$ cat config.mk
export PLATFORM = sky130hd
export DESIGN_NAME = mppc_coinc_counter
export DESIGN_NICKNAME = d
export VERILOG_FILES = /design/src/rtl/mppc_pkg.sv /design/src/rtl/mppc_chan.sv /design/src/rtl/mppc_coinc_counter.sv
export SDC_FILE = /design/constraint.sdc
export NUM_CORES = 1
export LEC_CHECK = 0
export BUFFER_PORTS_ARGS = -buffer_cell sky130_fd_sc_hd__buf_2
export CAP_MARGIN = 25
export CORE_UTILIZATION = 40
export DETAILED_ROUTE_END_ITERATION = 16
export HOLD_SLACK_MARGIN = 0.15
export PLACE_DENSITY = 0.6
export SLEW_MARGIN = 20
export SYNTH_ARGS = -nofsm -noshare
export SYNTH_HDL_FRONTEND = slang
export SYNTH_SLANG_ARGS = --single-unit
$ cat constraint.sdc
create_clock -name CLK -period 6.9 [get_ports CLK]
set_input_delay 1.38 -clock CLK [delete_from_list [all_inputs] [get_ports CLK]]
set_output_delay 1.38 -clock CLK [all_outputs]
set_load 0.01 [all_outputs]
$ cat src/rtl/mppc_pkg.sv
// Shared types, defaults and helpers for the MPPC coincidence counter.
package mppc_pkg;

  typedef enum logic [1:0] {IDLE, OPEN, EVAL} coinc_st_e;

  localparam int N_CH_DEF     = 8;
  localparam int CNT_W_DEF    = 16;
  localparam int WINDOW_DEF   = 8;
  localparam int MIN_FOLD_DEF = 2;
  localparam int BOOT_W_DEF   = 17;
  localparam int DEAD_CYC_DEF = 16;

  // Widest channel pattern the fold counter handles.
  localparam int POP_MAX = 64;

  function automatic int unsigned popcount(input logic [POP_MAX-1:0] v);
    int unsigned n;
    n = 0;
    for (int i = 0; i < POP_MAX; i++) n += 32'(v[i]);
    return n;
  endfunction

endpackage

$ cat src/rtl/mppc_chan.sv
// One MPPC channel: synchroniser, rising-edge HIT, saturating hit counter.
// MPPC_DEADTIME_EN adds a per-channel retrigger dead time of DEAD_CYC cycles.
module mppc_chan
  import mppc_pkg::*;
#(
  parameter int CNT_W    = CNT_W_DEF,
  parameter int DEAD_CYC = DEAD_CYC_DEF
) (
  input  logic             CLK,
  input  logic             RST_N,
  input  logic             ch_in,
  input  logic             booted,
  input  logic             clr,
  output logic             hit,
  output logic [CNT_W-1:0] cnt
);

  logic s1, s2, s3;
  logic hit_nx;

  // Held at zero until the pads have been discharged.
  always_ff @(posedge CLK or negedge RST_N) begin
    if (!RST_N) begin
      s1 <= 1'b0; s2 <= 1'b0; s3 <= 1'b0;
    end else if (!booted) begin
      s1 <= 1'b0; s2 <= 1'b0; s3 <= 1'b0;
    end else begin
      s1 <= ch_in; s2 <= s1; s3 <= s2;
    end
  end

`ifdef MPPC_DEADTIME_EN
  localparam int DW = $clog2(DEAD_CYC + 1);
  logic [DW-1:0] dead;

  assign hit_nx = s2 & ~s3 & (dead == '0);

  always_ff @(posedge CLK or negedge RST_N) begin
    if (!RST_N)           dead <= '0;
    else if (hit_nx)      dead <= DW'(DEAD_CYC);
    else if (dead != '0)  dead <= dead - DW'(1);
  end
`else
  assign hit_nx = s2 & ~s3;
`endif

  always_ff @(posedge CLK or negedge RST_N) begin
    if (!RST_N) hit <= 1'b0;
    else        hit <= hit_nx;
  end

  // Clear beats a simultaneous hit; count sticks at all-ones.
  always_ff @(posedge CLK or negedge RST_N) begin
    if (!RST_N)                  cnt <= '0;
    else if (clr)                cnt <= '0;
    else if (hit && cnt != '1)   cnt <= cnt + CNT_W'(1);
  end

endmodule

$ cat src/rtl/mppc_coinc_counter.sv
// MPPC front-end: boot discharge, per-channel counters, sliding coincidence window, readout.
// Optional define MPPC_DEADTIME_EN enables per-channel dead time in mppc_chan.
module mppc_coinc_counter
  import mppc_pkg::*;
#(
  parameter int N_CH     = N_CH_DEF,
  parameter int CNT_W    = CNT_W_DEF,
  parameter int WINDOW   = WINDOW_DEF,
  parameter int MIN_FOLD = MIN_FOLD_DEF,
  parameter int BOOT_W   = BOOT_W_DEF,
  parameter int DEAD_CYC = DEAD_CYC_DEF
) (
  input  logic                        CLK,
  input  logic                        RST_N,
  input  logic [N_CH-1:0]             CH_IN,
  input  logic [N_CH-1:0]             CH_MASK,
  input  logic                        CLR,
  input  logic [$clog2(N_CH+1)-1:0]   RD_SEL,
  output logic [CNT_W-1:0]            RD_DATA,
  output logic                        DISCHARGE,
  output logic                        BOOTED,
  output logic [N_CH-1:0]             HIT,
  output logic                        COINC,
  output logic [N_CH-1:0]             COINC_PAT
);

  localparam int SEL_W = $clog2(N_CH + 1);
  localparam int WCW   = $clog2(WINDOW + 1);

  // Boot timer freezes once its top bit sets; that bit is the booted flag.
  logic [BOOT_W-1:0] boot_t;
  logic              booted;

  assign booted    = boot_t[BOOT_W-1];
  assign BOOTED    = booted;
  assign DISCHARGE = ~booted;

  always_ff @(posedge CLK or negedge RST_N) begin
    if (!RST_N)       boot_t <= '0;
    else if (!booted) boot_t <= boot_t + BOOT_W'(1);
  end

  logic [N_CH-1:0][CNT_W-1:0] cnt;

  for (genvar gi = 0; gi < N_CH; gi++) begin : g_ch
    mppc_chan #(.CNT_W(CNT_W), .DEAD_CYC(DEAD_CYC)) u_ch (
      .CLK    (CLK),
      .RST_N  (RST_N),
      .ch_in  (CH_IN[gi]),
      .booted (booted),
      .clr    (CLR),
      .hit    (HIT[gi]),
      .cnt    (cnt[gi])
    );
  end

  // Coincidence window: the seeding cycle plus WINDOW-1 OPEN cycles, then EVAL.
  coinc_st_e       state, nstate;
  logic [N_CH-1:0] mhit, pattern, pat_nx;
  logic [WCW-1:0]  wcnt, wcnt_nx;
  logic            coinc;
  logic [CNT_W-1:0] coinc_cnt;

  assign mhit = HIT & CH_MASK;

  always_ff @(posedge CLK or negedge RST_N) begin
    if (!RST_N) begin
      state   <= IDLE;
      pattern <= '0;
      wcnt    <= '0;
    end else begin
      state   <= nstate;
      pattern <= pat_nx;
      wcnt    <= wcnt_nx;
    end
  end

  always_comb begin
    nstate  = state;
    pat_nx  = pattern;
    wcnt_nx = wcnt;
    case (state)
      IDLE, EVAL: begin
        if (|mhit) begin
          nstate  = (WINDOW == 1) ? EVAL : OPEN;
          pat_nx  = mhit;
          wcnt_nx = WCW'(WINDOW - 1);
        end else begin
          nstate  = IDLE;
          pat_nx  = '0;
        end
      end
      OPEN: begin
        pat_nx  = pattern | mhit;
        wcnt_nx = wcnt - WCW'(1);
        if (wcnt == WCW'(1)) nstate = EVAL;
      end
      default: nstate = IDLE;
    endcase
    if (!booted) nstate = IDLE;
  end

  always_comb begin
    coinc = 1'b0;
    if (state == EVAL && int'(popcount(POP_MAX'(pattern))) >= MIN_FOLD) coinc = 1'b1;
  end

  assign COINC = coinc;

  always_ff @(posedge CLK or negedge RST_N) begin
    if (!RST_N)     COINC_PAT <= '0;
    else if (coinc) COINC_PAT <= pattern;
  end

  always_ff @(posedge CLK or negedge RST_N) begin
    if (!RST_N)                        coinc_cnt <= '0;
    else if (CLR)                      coinc_cnt <= '0;
    else if (coinc && coinc_cnt != '1) coinc_cnt <= coinc_cnt + CNT_W'(1);
  end

  // Out-of-range selects read as zero.
  logic [CNT_W-1:0] rd_nx;

  always_comb begin
    rd_nx = '0;
    for (int i = 0; i < N_CH; i++)
      if (RD_SEL == SEL_W'(i)) rd_nx = cnt[i];
    if (RD_SEL == SEL_W'(N_CH)) rd_nx = coinc_cnt;
  end

  always_ff @(posedge CLK or negedge RST_N) begin
    if (!RST_N) RD_DATA <= '0;
    else        RD_DATA <= rd_nx;
  end

endmodule

==> results of run 1 <==
[cells in the final DEF, fill, tap and decap left out, types with 27 or more instances in the layout]
master     netlist  final
dfrtp_1        231    231
nor2_1         145    145
nand2_1         82     82
xnor2_1         74     74
buf_2           14     56
a21oi_1         54     54
nand4_1         49     49
nand3_1         49     49
nor3_1          37     37
o21ai_0         35     35
inv_1           33     33
mux2i_1         32     32
xor2_1          32     32
and2_1          31     31
clkbuf_16        0     27
[sequential cells by signal, summed over array words and instances, names as in the netlist]
register,flops
pattern,8
RD_DATA,16
g_ch.u_ch.cnt,128
boot_t,17
state,2
g_ch.u_ch.hit,8
wcnt,4
g_ch.u_ch.s1,8
COINC_PAT,8
g_ch.u_ch.s3,8
coinc_cnt,16
g_ch.u_ch.s2,8
[power breakdown]
part | internal (uW) | switching [uW]
clock | 766 | 564
combinational | 19.6 | 63.8
sequential | 1360 | 0.280
total | 2140 | 628
[kinds of logic after synthesis]
| logic type | Yosys count |
|---|---|
| compound gates | 164 |
| xor+xnor | 106 |
| fa+ha+maj | 19 |
| buf+inv | 93 |
| flops | 231 |
| mux | 64 |
| simple gates | 514 |
[cell type report]
| cell class | count | area [um2] |
|---|---|---|
| Fill cell | 2779 | 16200 |
| Multi-Input combinational cell | 867 | 5980 |
| Sequential cell | 231 | 5780 |
| Clock buffer | 35 | 716 |
| Tap cell | 390 | 488 |
| Timing Repair Buffer | 66 | 375 |
| Inverter | 34 | 128 |
| Clock inverter | 10 | 91.3 |
[worst max-delay path: stages (launching register included)]
cell and delay (ps):
dfrtp_1 360, inv_1 110, fa_1 440, fa_1 510, fa_1 410, inv_1 70
ha_1 160, inv_1 60, fa_1 520, nand2_1 60, o211a_1 220, nand2_1 100
inv_1 60, buf_2 140
[how the worst max path moves through the flow]
stage	to	slack [ps]	from	cells past startpoint
2_1_floorplan	COINC	2110	pattern[1]	14
3_3_place_gp	COINC	2340	pattern[1]	13
3_5_place_dp	COINC	2330	pattern[1]	13
4_1_cts	COINC	1750	pattern[1]	13
5_1_grt	COINC	1580	pattern[1]	13
6_report	COINC	1770	pattern[1]	13
[routing by layer]
layer / vias to the layer above / track usage (%) / part of all wire (%)
li1: 4350 / - / -
met1: 4452 / 28.5 / 48
met2: 206 / 31.1 / 46
met3: 33 / 2.76 / 4.8
met4: 0 / 4.17 / 1.5
met5: - / 0 / 0
[through the flow]
step,total power (uW),std cells
after floorplan,1420,1191
after global placement,1470,1587
after detailed placement,1470,1587
after CTS,2800,1632
after global routing,2870,1633
final,2770,1633
==> reports/results.ini, run 1 <==
[yosys]
synth_compound_area_share_pct=8.78
seq_area_frac_synth_pct=47.5
syn_inst=1191
yosys.area_share.simple_pct=22.5
synth_area_leaders=dfrtp_1 (47%), xnor2_1 (5.3%), nor2_1 (4.5%)
synthArstFlopShare_pct=100
post_synth.cell_area_avg_um2=10.2
synth-adder-area-share_pct=2.20
synth_edf_count=0
synth-main-ff-cell=dfrtp_1
synthTopCellsByCount=dfrtp_1 (231), nor2_1 (145), nand2_1 (82)
yosys_warnings=0
synth_xor_area_share_pct=7.62
synth_top_area_cell=dfrtp_1
synth-seq-cells=231
syn-cell-area_mm2=0.0122
synth_top_family_by_area=simple AND/OR/NAND/NOR gates
synth_top_cell_area_share_pct=47.5
synth_most_common_cell=dfrtp_1
synth.net_count=1233
ys_types=79
synthMuxAreaShare_pct=7.93

[global_routing]
grtUsageTotal_pct=19.6
antenna_found_initial=0
overflow=0
grt_pass1_wl_um=48400
grt_pass1_vias=8685
grt_max_degree=122

[floorplan]
initial_core_util_pct=40.9
std_cell_rows=63
chipWidth_um=176
dieArea_mm2=0.0311
placeableCoreArea_mm2=0.0298
pin_count=58
die-height_um=176

[detailed_routing]
post_drt_wl_per_cell_um=18.1
ant_nets=0
vias=9041
drt-vias-per-instance=5.54
detail_route.first_pass.iterations=5
drtIter0Drc=767
routed_wirelength_um=29500
post-route-drc-count=0

[final_layout]
area_growth_pct=11.3
drive_above_1_share_pct=12.8
num_antenna_cells=0
fin_area_mm2=0.0136
fin_nets=1269
final_core_util_pct=45.5

[critical_path]
crit_arrival_ps=3750
regToRegSetupSlack_ps=2900
r2r-start=pattern[0]
crit_path_end_kind=output pin
crit_fanout=3
regToRegEndpoint=coinc_cnt[9]
required_ps=5520
critPathKind=flop to output pin
reg2reg_depth=14
critPathLaunchType=flop

[timing]
period_share_pct=74.3
fmax_ghz=0.195
tns_ps=0
period_needed_ps=5130
finalSetupViolCount=0
hold_slack_ps=388
rsz0062_at_grt=no
drv_slew=0
max_slew_margin_pct=38.6
setup_slack_ps=1770
finClkSkew_ps=16.0
hold_viol_final=0
worstMarginPinSlew_ps=913

[cts]
cts.repair.resized=0
cts_tree=built
postCtsHoldBufs=0
htreeDepth=1
clk_path_buf_depth=3
clock_latency_ps=540
path_clk_slew_ps=60
cts-buffers-inserted=27
cts_sinks=231
post-cts-setup-buffers=0
cts-root-buf=clkbuf_16

[worst_hold_path]
whs_endpoint=g_ch[3].u_ch.hit
whs_path_depth=1
worstHoldStart=g_ch[3].u_ch.s3
hp-class=flop to flop

[power]
p_leak_uw=0.00572
vdd_drop_max_mv=0.164
cellPowerDensity_mw_per_mm2=204

[placed_design]
dp_slack_ps=2330
dp.final_hpwl_um=20500
gp_congestion=0.899
io_buffers=57
placed_area_mm2=0.0127

[flow_run]
maxCapViolCount=0

[status]
status=completed

Power figures use the tool's default switching activity.
==> run 2, diff against run 1 <==
--- a/config.mk
+++ b/config.mk
@@ -5,12 +5,13 @@
 export SDC_FILE = /design/constraint.sdc
 export NUM_CORES = 1
 export LEC_CHECK = 0
+export ABC_AREA = 1
 export BUFFER_PORTS_ARGS = -buffer_cell sky130_fd_sc_hd__buf_2
 export CAP_MARGIN = 25
 export CORE_UTILIZATION = 40
 export DETAILED_ROUTE_END_ITERATION = 16
 export HOLD_SLACK_MARGIN = 0.15
-export PLACE_DENSITY = 0.6
+export PLACE_DENSITY = 0.62
 export SLEW_MARGIN = 20
 export SYNTH_ARGS = -nofsm -noshare
 export SYNTH_HDL_FRONTEND = slang
==> constraint.sdc (replaced) <==
create_clock -name CLK -period 4.4 [get_ports CLK]
set_input_delay 0.88 -clock CLK [delete_from_list [all_inputs] [get_ports CLK]]
set_output_delay 0.88 -clock CLK [all_outputs]
set_load 0.01 [all_outputs]
==> reports/results.ini, run 2 <==
[status]
status=finished, violations left
violations=setup timing

[timing]
max_slew_margin_pct=41.8  ; +3.2 points
rsz0062_at_grt=yes
period_needed_ps=4430
hold_viol_final=0  ; unchanged
period_share_pct=101
worstMarginPinSlew_ps=873  ; -40.2 ps
setup_slack_ps=-27.8  ; -1800 ps
drv_slew=0  ; unchanged
finClkSkew_ps=11.5  ; -4.55 ps
fmax_ghz=0.226
finalSetupViolCount=1  ; +1

[power]
cellPowerDensity_mw_per_mm2=300  ; +47%
vdd_drop_max_mv=0.286  ; +75%
power_uw=4630  ; +67%
p_leak_uw=0.00755  ; +32%

[global_routing]
grt_max_degree=111  ; -9.0%
overflow=0  ; unchanged
grt_pass1_vias=12200  ; +40%
antenna_found_initial=0  ; unchanged
grt_pass1_wl_um=62500  ; +29%
grtUsageTotal_pct=21.5  ; +1.9 points

[cts]
cts_sinks=231  ; unchanged
htreeDepth=1  ; unchanged
cts-root-buf=clkbuf_16
path_clk_slew_ps=60  ; about the same
cts-buffers-inserted=27  ; unchanged
clk_path_buf_depth=3  ; unchanged
clock_latency_ps=550  ; about the same
cts_tree=built
postCtsHoldBufs=0  ; unchanged

[final_layout]
largest-register=g_ch.u_ch.cnt
fin_nets=2029  ; +60%
final_core_util_pct=45.6  ; +0.14 points
largest_reg_flops=128  ; unchanged
reg_top3=g_ch.u_ch.cnt (128), boot_t (17)
num_antenna_cells=0  ; unchanged
fin_area_mm2=0.0155  ; +14%
area_growth_pct=11.1
layout_commonest_cell=nand2_1
layout_common_cells=nand2_1 (678), dfrtp_1 (231), inv_1 (203), nand3_1 (187), nor2_1 (159)
drive_above_1_share_pct=8.97  ; -3.8 points

[critical_path]
critPathLaunchType=flop
critical-path-slowest-cell=fa_1
regToRegSetupSlack_ps=280  ; -2620 ps
crit_path_end_kind=output pin
critPathMaxStageDelay_ps=550  ; +30 ps
path_delay_family=adder cells
r2r-start=pattern[3]
crit_path_start=pattern[3]
critPathMostFrequentCell=fa_1
required_ps=3520  ; -2000 ps
regToRegEndpoint=coinc_cnt[2]
crit_arrival_ps=3550  ; -200 ps
critPathKind=flop to output pin
crit_fanout=3  ; unchanged
reg2reg_depth=16  ; +2
cp_num_cells=12  ; -1
path_cells=inv_2 > fa_1 > fa_1 > fa_1 > inv_1 > ha_1 > inv_1 > fa_1 > nand3_2 > nand2_4 > inv_1 > buf_2
worst-path-buf-inv=5  ; unchanged

[floorplan]
die-height_um=189  ; +6.8%
initial_core_util_pct=41.1  ; +0.21 points
chipWidth_um=189  ; +6.8%
placeableCoreArea_mm2=0.0339  ; +14%
std_cell_rows=67  ; +6.3%
dieArea_mm2=0.0355  ; +14%
pin_count=58  ; unchanged

[yosys]
synthMuxAreaShare_pct=0  ; -7.9 points
synth_most_common_cell=nand2_1
syn-cell-area_mm2=0.0139  ; +14%
synthTopCellsByCount=nand2_1 (678), dfrtp_1 (231), inv_1 (206)
synth_edf_count=0  ; unchanged
syn_inst=1953  ; +64%
seq_area_frac_synth_pct=41.5  ; -5.9 points
synth_compound_area_share_pct=3.12  ; -5.7 points
synth_top_family_by_area=simple AND/OR/NAND/NOR gates
synth-main-ff-cell=dfrtp_1
synth-seq-cells=231  ; unchanged
ys_types=34  ; -57%
synthArstFlopShare_pct=100  ; unchanged
synth_area_leaders=dfrtp_1 (42%), nand2_1 (18%), nand4_1 (7.0%)
synth_top_cell_area_share_pct=41.5  ; -5.9 points
synth-adder-area-share_pct=1.92  ; -0.27 points
synth_top_area_cell=dfrtp_1
synth.net_count=1995  ; +62%
yosys.area_share.simple_pct=42.1  ; +20 points
yosys_warnings=0  ; unchanged
post_synth.cell_area_avg_um2=7.12  ; -30%
synth_xor_area_share_pct=2.96  ; -4.7 points

[detailed_routing]
drtIter0Drc=951  ; +24%
vias=12700  ; +41%
ant_nets=0  ; unchanged
routed_wirelength_um=37100  ; +26%
post_drt_wl_per_cell_um=15.1  ; -16%
drt-vias-per-instance=5.19  ; -6.3%
detail_route.first_pass.iterations=5  ; unchanged
post-route-drc-count=0  ; unchanged

[worst_hold_path]
hp-class=primary input to async pin

[placed_design]
io_buffers=57  ; unchanged
gp_congestion=0.913  ; +1.5%
placed_area_mm2=0.0145  ; +14%
dp.final_hpwl_um=26600  ; +30%

[flow_run]
maxCapViolCount=0  ; unchanged

==> run 2: cell count changes after synthesis, moves of 17 or more <==
| cell | change |
|---|---|
| nand3_1 | +139 |
| a21oi_1 | -39 |
| nand4_1 | +107 |
| and4_1 | -20 |
| xnor2_1 | -59 |
| inv_1 | +173 |
| mux2i_1 | -32 |
| mux4_2 | -24 |
| nor2_2 | +19 |
| a211oi_1 | -17 |
| nand2_1 | +596 |
| and2_1 | -26 |
==> run 2: routing by layer <==
metal / track usage, % / wire [um] / vias up
met2: 33.4 / 16200 / 322
met1: 30.9 / 17800 / 5941
met5: 0 / 0 / -
li1: - / - / 6409
met3: 2.72 / 1970 / 63
met4: 7.10 / 1120 / 0
==> run 2: per-stage QoR <==
step	TNS [ps]	hold slack [ps]	std cells	setup slack, ps
finish	-27.8	366	2454	-27.8
global route	-159	407	2454	-159
CTS	-52.1	389	2452	-52.1
detailed placement	0	385	2403	399
global placement	0	379	2402	457
floorplan	0	376	1953	445
==> run 2: cell families after synthesis <==
| group | after synthesis |
|---|---|
| flip-flops | 231 |
| AO/OA/AOI/OAI | 79 |
| XOR/XNOR | 47 |
| adder cells (fa/ha/maj) | 19 |
| AND/OR/NAND/NOR | 1295 |
| buffers and inverters | 282 |
==> run 2: what timing repair did <==
action | CTS | global route
resized for setup | 3 | 2
pin swaps | 2 | 3
endpoints found under the setup margin | 1 | 3
buffers inserted | 1 | 1
==> run 2: worst max-delay path by stage <==
stage / endpoint / slack [ps]
6_report: COINC / -30
5_1_grt: COINC / -160
4_1_cts: COINC / -50
3_5_place_dp: coinc_cnt[2] / 400
3_3_place_gp: coinc_cnt[5] / 460
2_1_floorplan: COINC / 440
==> run 2: cell type report <==
class / instances / area [um2]
clock buffers: 39 / 761
clock inverters: 9 / 151
fillers: 3440 / 18400
inverters: 216 / 813
multi-input cells: 1440 / 6980
flip-flops and latches: 231 / 5780
well taps: 448 / 561
repair buffers: 71 / 413
==> run 2: where the power goes <==
group	internal (uW)	leakage, uW	switching, uW
Combinational	32.1	0.00390	135
Clock	1430	0.000444	905
Sequential	2130	0.00320	1.14
==> run 3, diff against run 2 <==
--- a/config.mk
+++ b/config.mk
@@ -11,7 +11,6 @@
 export CORE_UTILIZATION = 40
 export DETAILED_ROUTE_END_ITERATION = 16
 export HOLD_SLACK_MARGIN = 0.15
-export PLACE_DENSITY = 0.62
 export SLEW_MARGIN = 20
 export SYNTH_ARGS = -nofsm -noshare
 export SYNTH_HDL_FRONTEND = slang
==> reports/results.ini, run 3 (synthesized netlist as in run 2, its figures left out) <==
[status]
status=completed

[critical_path]
reg2reg_depth=15  ; -1
crit_path_end_kind=output pin
regToRegEndpoint=coinc_cnt[5]
critPathKind=flop to output pin
required_ps=3520  ; about the same
r2r-start=pattern[3]
regToRegSetupSlack_ps=730  ; +450 ps
critPathLaunchType=flop
crit_fanout=3  ; unchanged
crit_arrival_ps=3490  ; -60 ps

[timing]
fmax_ghz=0.229  ; +1.3%
drv_slew=0  ; unchanged
finalSetupViolCount=0  ; -1
finClkSkew_ps=27.4  ; +15.9 ps
period_needed_ps=4370  ; -58.0 ps
tns_ps=0  ; +27.8 ps
period_share_pct=99.3  ; -1.3 points
worstMarginPinSlew_ps=888  ; +14.6 ps
setup_slack_ps=30.2  ; +58.0 ps
hold_viol_final=0  ; unchanged
rsz0062_at_grt=yes
max_slew_margin_pct=40.8  ; -0.97 points

[placed_design]
dp.final_hpwl_um=27400  ; +2.9%
dpl.cell_count=2405  ; +0.083%
dp_slack_ps=524  ; +124 ps
gp_congestion=0.925  ; +1.3%
io_buffers=57  ; unchanged

[power]
vdd_drop_max_mv=0.252  ; -12%
cellPowerDensity_mw_per_mm2=305  ; +1.8%
p_leak_uw=0.00757  ; +0.23%

[floorplan]
placeableCoreArea_mm2=0.0339  ; unchanged
std_cell_rows=67  ; unchanged
chipWidth_um=189  ; unchanged
pin_count=58  ; unchanged
die-height_um=189  ; unchanged
dieArea_mm2=0.0355  ; unchanged
initial_core_util_pct=41.1  ; unchanged

[cts]
path_clk_slew_ps=60  ; about the same
cts_tree=built
clock_latency_ps=550  ; about the same
clk_path_buf_depth=3  ; unchanged
cts_sinks=231  ; unchanged
htreeDepth=1  ; unchanged
cts-buffers-inserted=28  ; +3.7%
cts-root-buf=clkbuf_16
postCtsHoldBufs=0  ; unchanged

[detailed_routing]
ant_nets=0  ; unchanged
routed_wirelength_um=38000  ; +2.4%
post_drt_wl_per_cell_um=15.4  ; +2.2%
post-route-drc-count=0  ; unchanged
detail_route.first_pass.iterations=8  ; +3
drt-vias-per-instance=5.24  ; +1.0%
vias=12900  ; +1.3%
drtIter0Drc=1047  ; +10%

[global_routing]
grtUsageTotal_pct=21.8  ; +0.29 points
grt_pass1_vias=12000  ; -1.6%
antenna_found_initial=0  ; unchanged
grt_max_degree=107  ; -3.6%
grt_pass1_wl_um=63300  ; +1.2%
overflow=0  ; unchanged

[final_layout]
drive_above_1_share_pct=9.79  ; +0.82 points
largest_reg_flops=128  ; unchanged
final_cells=2460  ; +0.24%
multi_input_area_mm2=0.00698  ; unchanged
largest-register=g_ch.u_ch.cnt
reg_top3=g_ch.u_ch.cnt (128), boot_t (17)
area_growth_pct=11.8
num_antenna_cells=0  ; unchanged
layout_common_cells=nand2_1 (678), dfrtp_1 (231), inv_1 (201), nand3_1 (187), nor2_1 (159)
fill_cells=3469  ; +0.84%
regArea_mm2=0.00578  ; unchanged
fin_nets=2032  ; +0.15%
layout_commonest_cell=nand2_1

[worst_hold_path]
hp-class=primary input to async pin

[flow_run]
maxCapViolCount=0  ; unchanged

-- run 3: power breakdown --
part | switching, uW | internal [uW] | total (uW)
registers | 1.03 | 2130 | 2130
logic | 136 | 33.5 | 170
clock network | 968 | 1480 | 2450
total | 1110 | 3640 | 4750
-- run 3: final cells by class --
type / instances / area share [%]
inverters: 216 / 5.23
flip-flops and latches: 231 / 37.2
repair buffers: 73 / 2.83
well taps: 448 / 3.60
clock buffers: 36 / 5.22
clock inverters: 16 / 1.13
multi-input cells: 1440 / 44.8
-- run 3: critical path: stages, from the launching register on --
cell     delay (ps)
dfrtp_1         340
inv_2            50
fa_1            560
fa_1            430
fa_1            450
inv_1            70
ha_2            180
inv_2            40
fa_2            520
nand3_2          70
nand2_2          80
inv_2            40
buf_6           110
-- run 3: stage by stage --
stage                     util [%]  instance area [um2]  total power, uW  hold WS, ps
after floorplan                  -                13900             2250          376
after global placement        42.9                14500             2340          380
after detailed placement      42.9                14500             2340          384
after CTS                     45.9                15500             4790          391
after global routing          45.9                15600             4900          403
final                         45.9                15600             4750          379
-- run 3: layer usage --
metal  global-route usage (%)  routed length [um]
met3                     2.68                1970
met4                     7.57                1210
met1                     32.0               18500
met2                     32.9               16300
met5                        0                   0
-- run 3: how the worst max path moves through the flow --
stage	to	slack [ps]	start	cells after the start
floorplan	COINC	440	pattern[1]	12
global placement	COINC	600	pattern[1]	12
detailed placement	COINC	520	pattern[1]	14
CTS	COINC	-40	pattern[1]	12
global route	COINC	-90	pattern[0]	12
finish	COINC	30	pattern[3]	12
-- run 3: repair_timing --
action | 4_1_cts | 5_1_grt
setup buffers | 2 | 0
endpoints found under the setup margin | 1 | 1
gates cloned | 0 | 0
resized for setup | 9 | 0
pin swaps | 5 | 3
endpoints found under the hold margin | 0 | 0
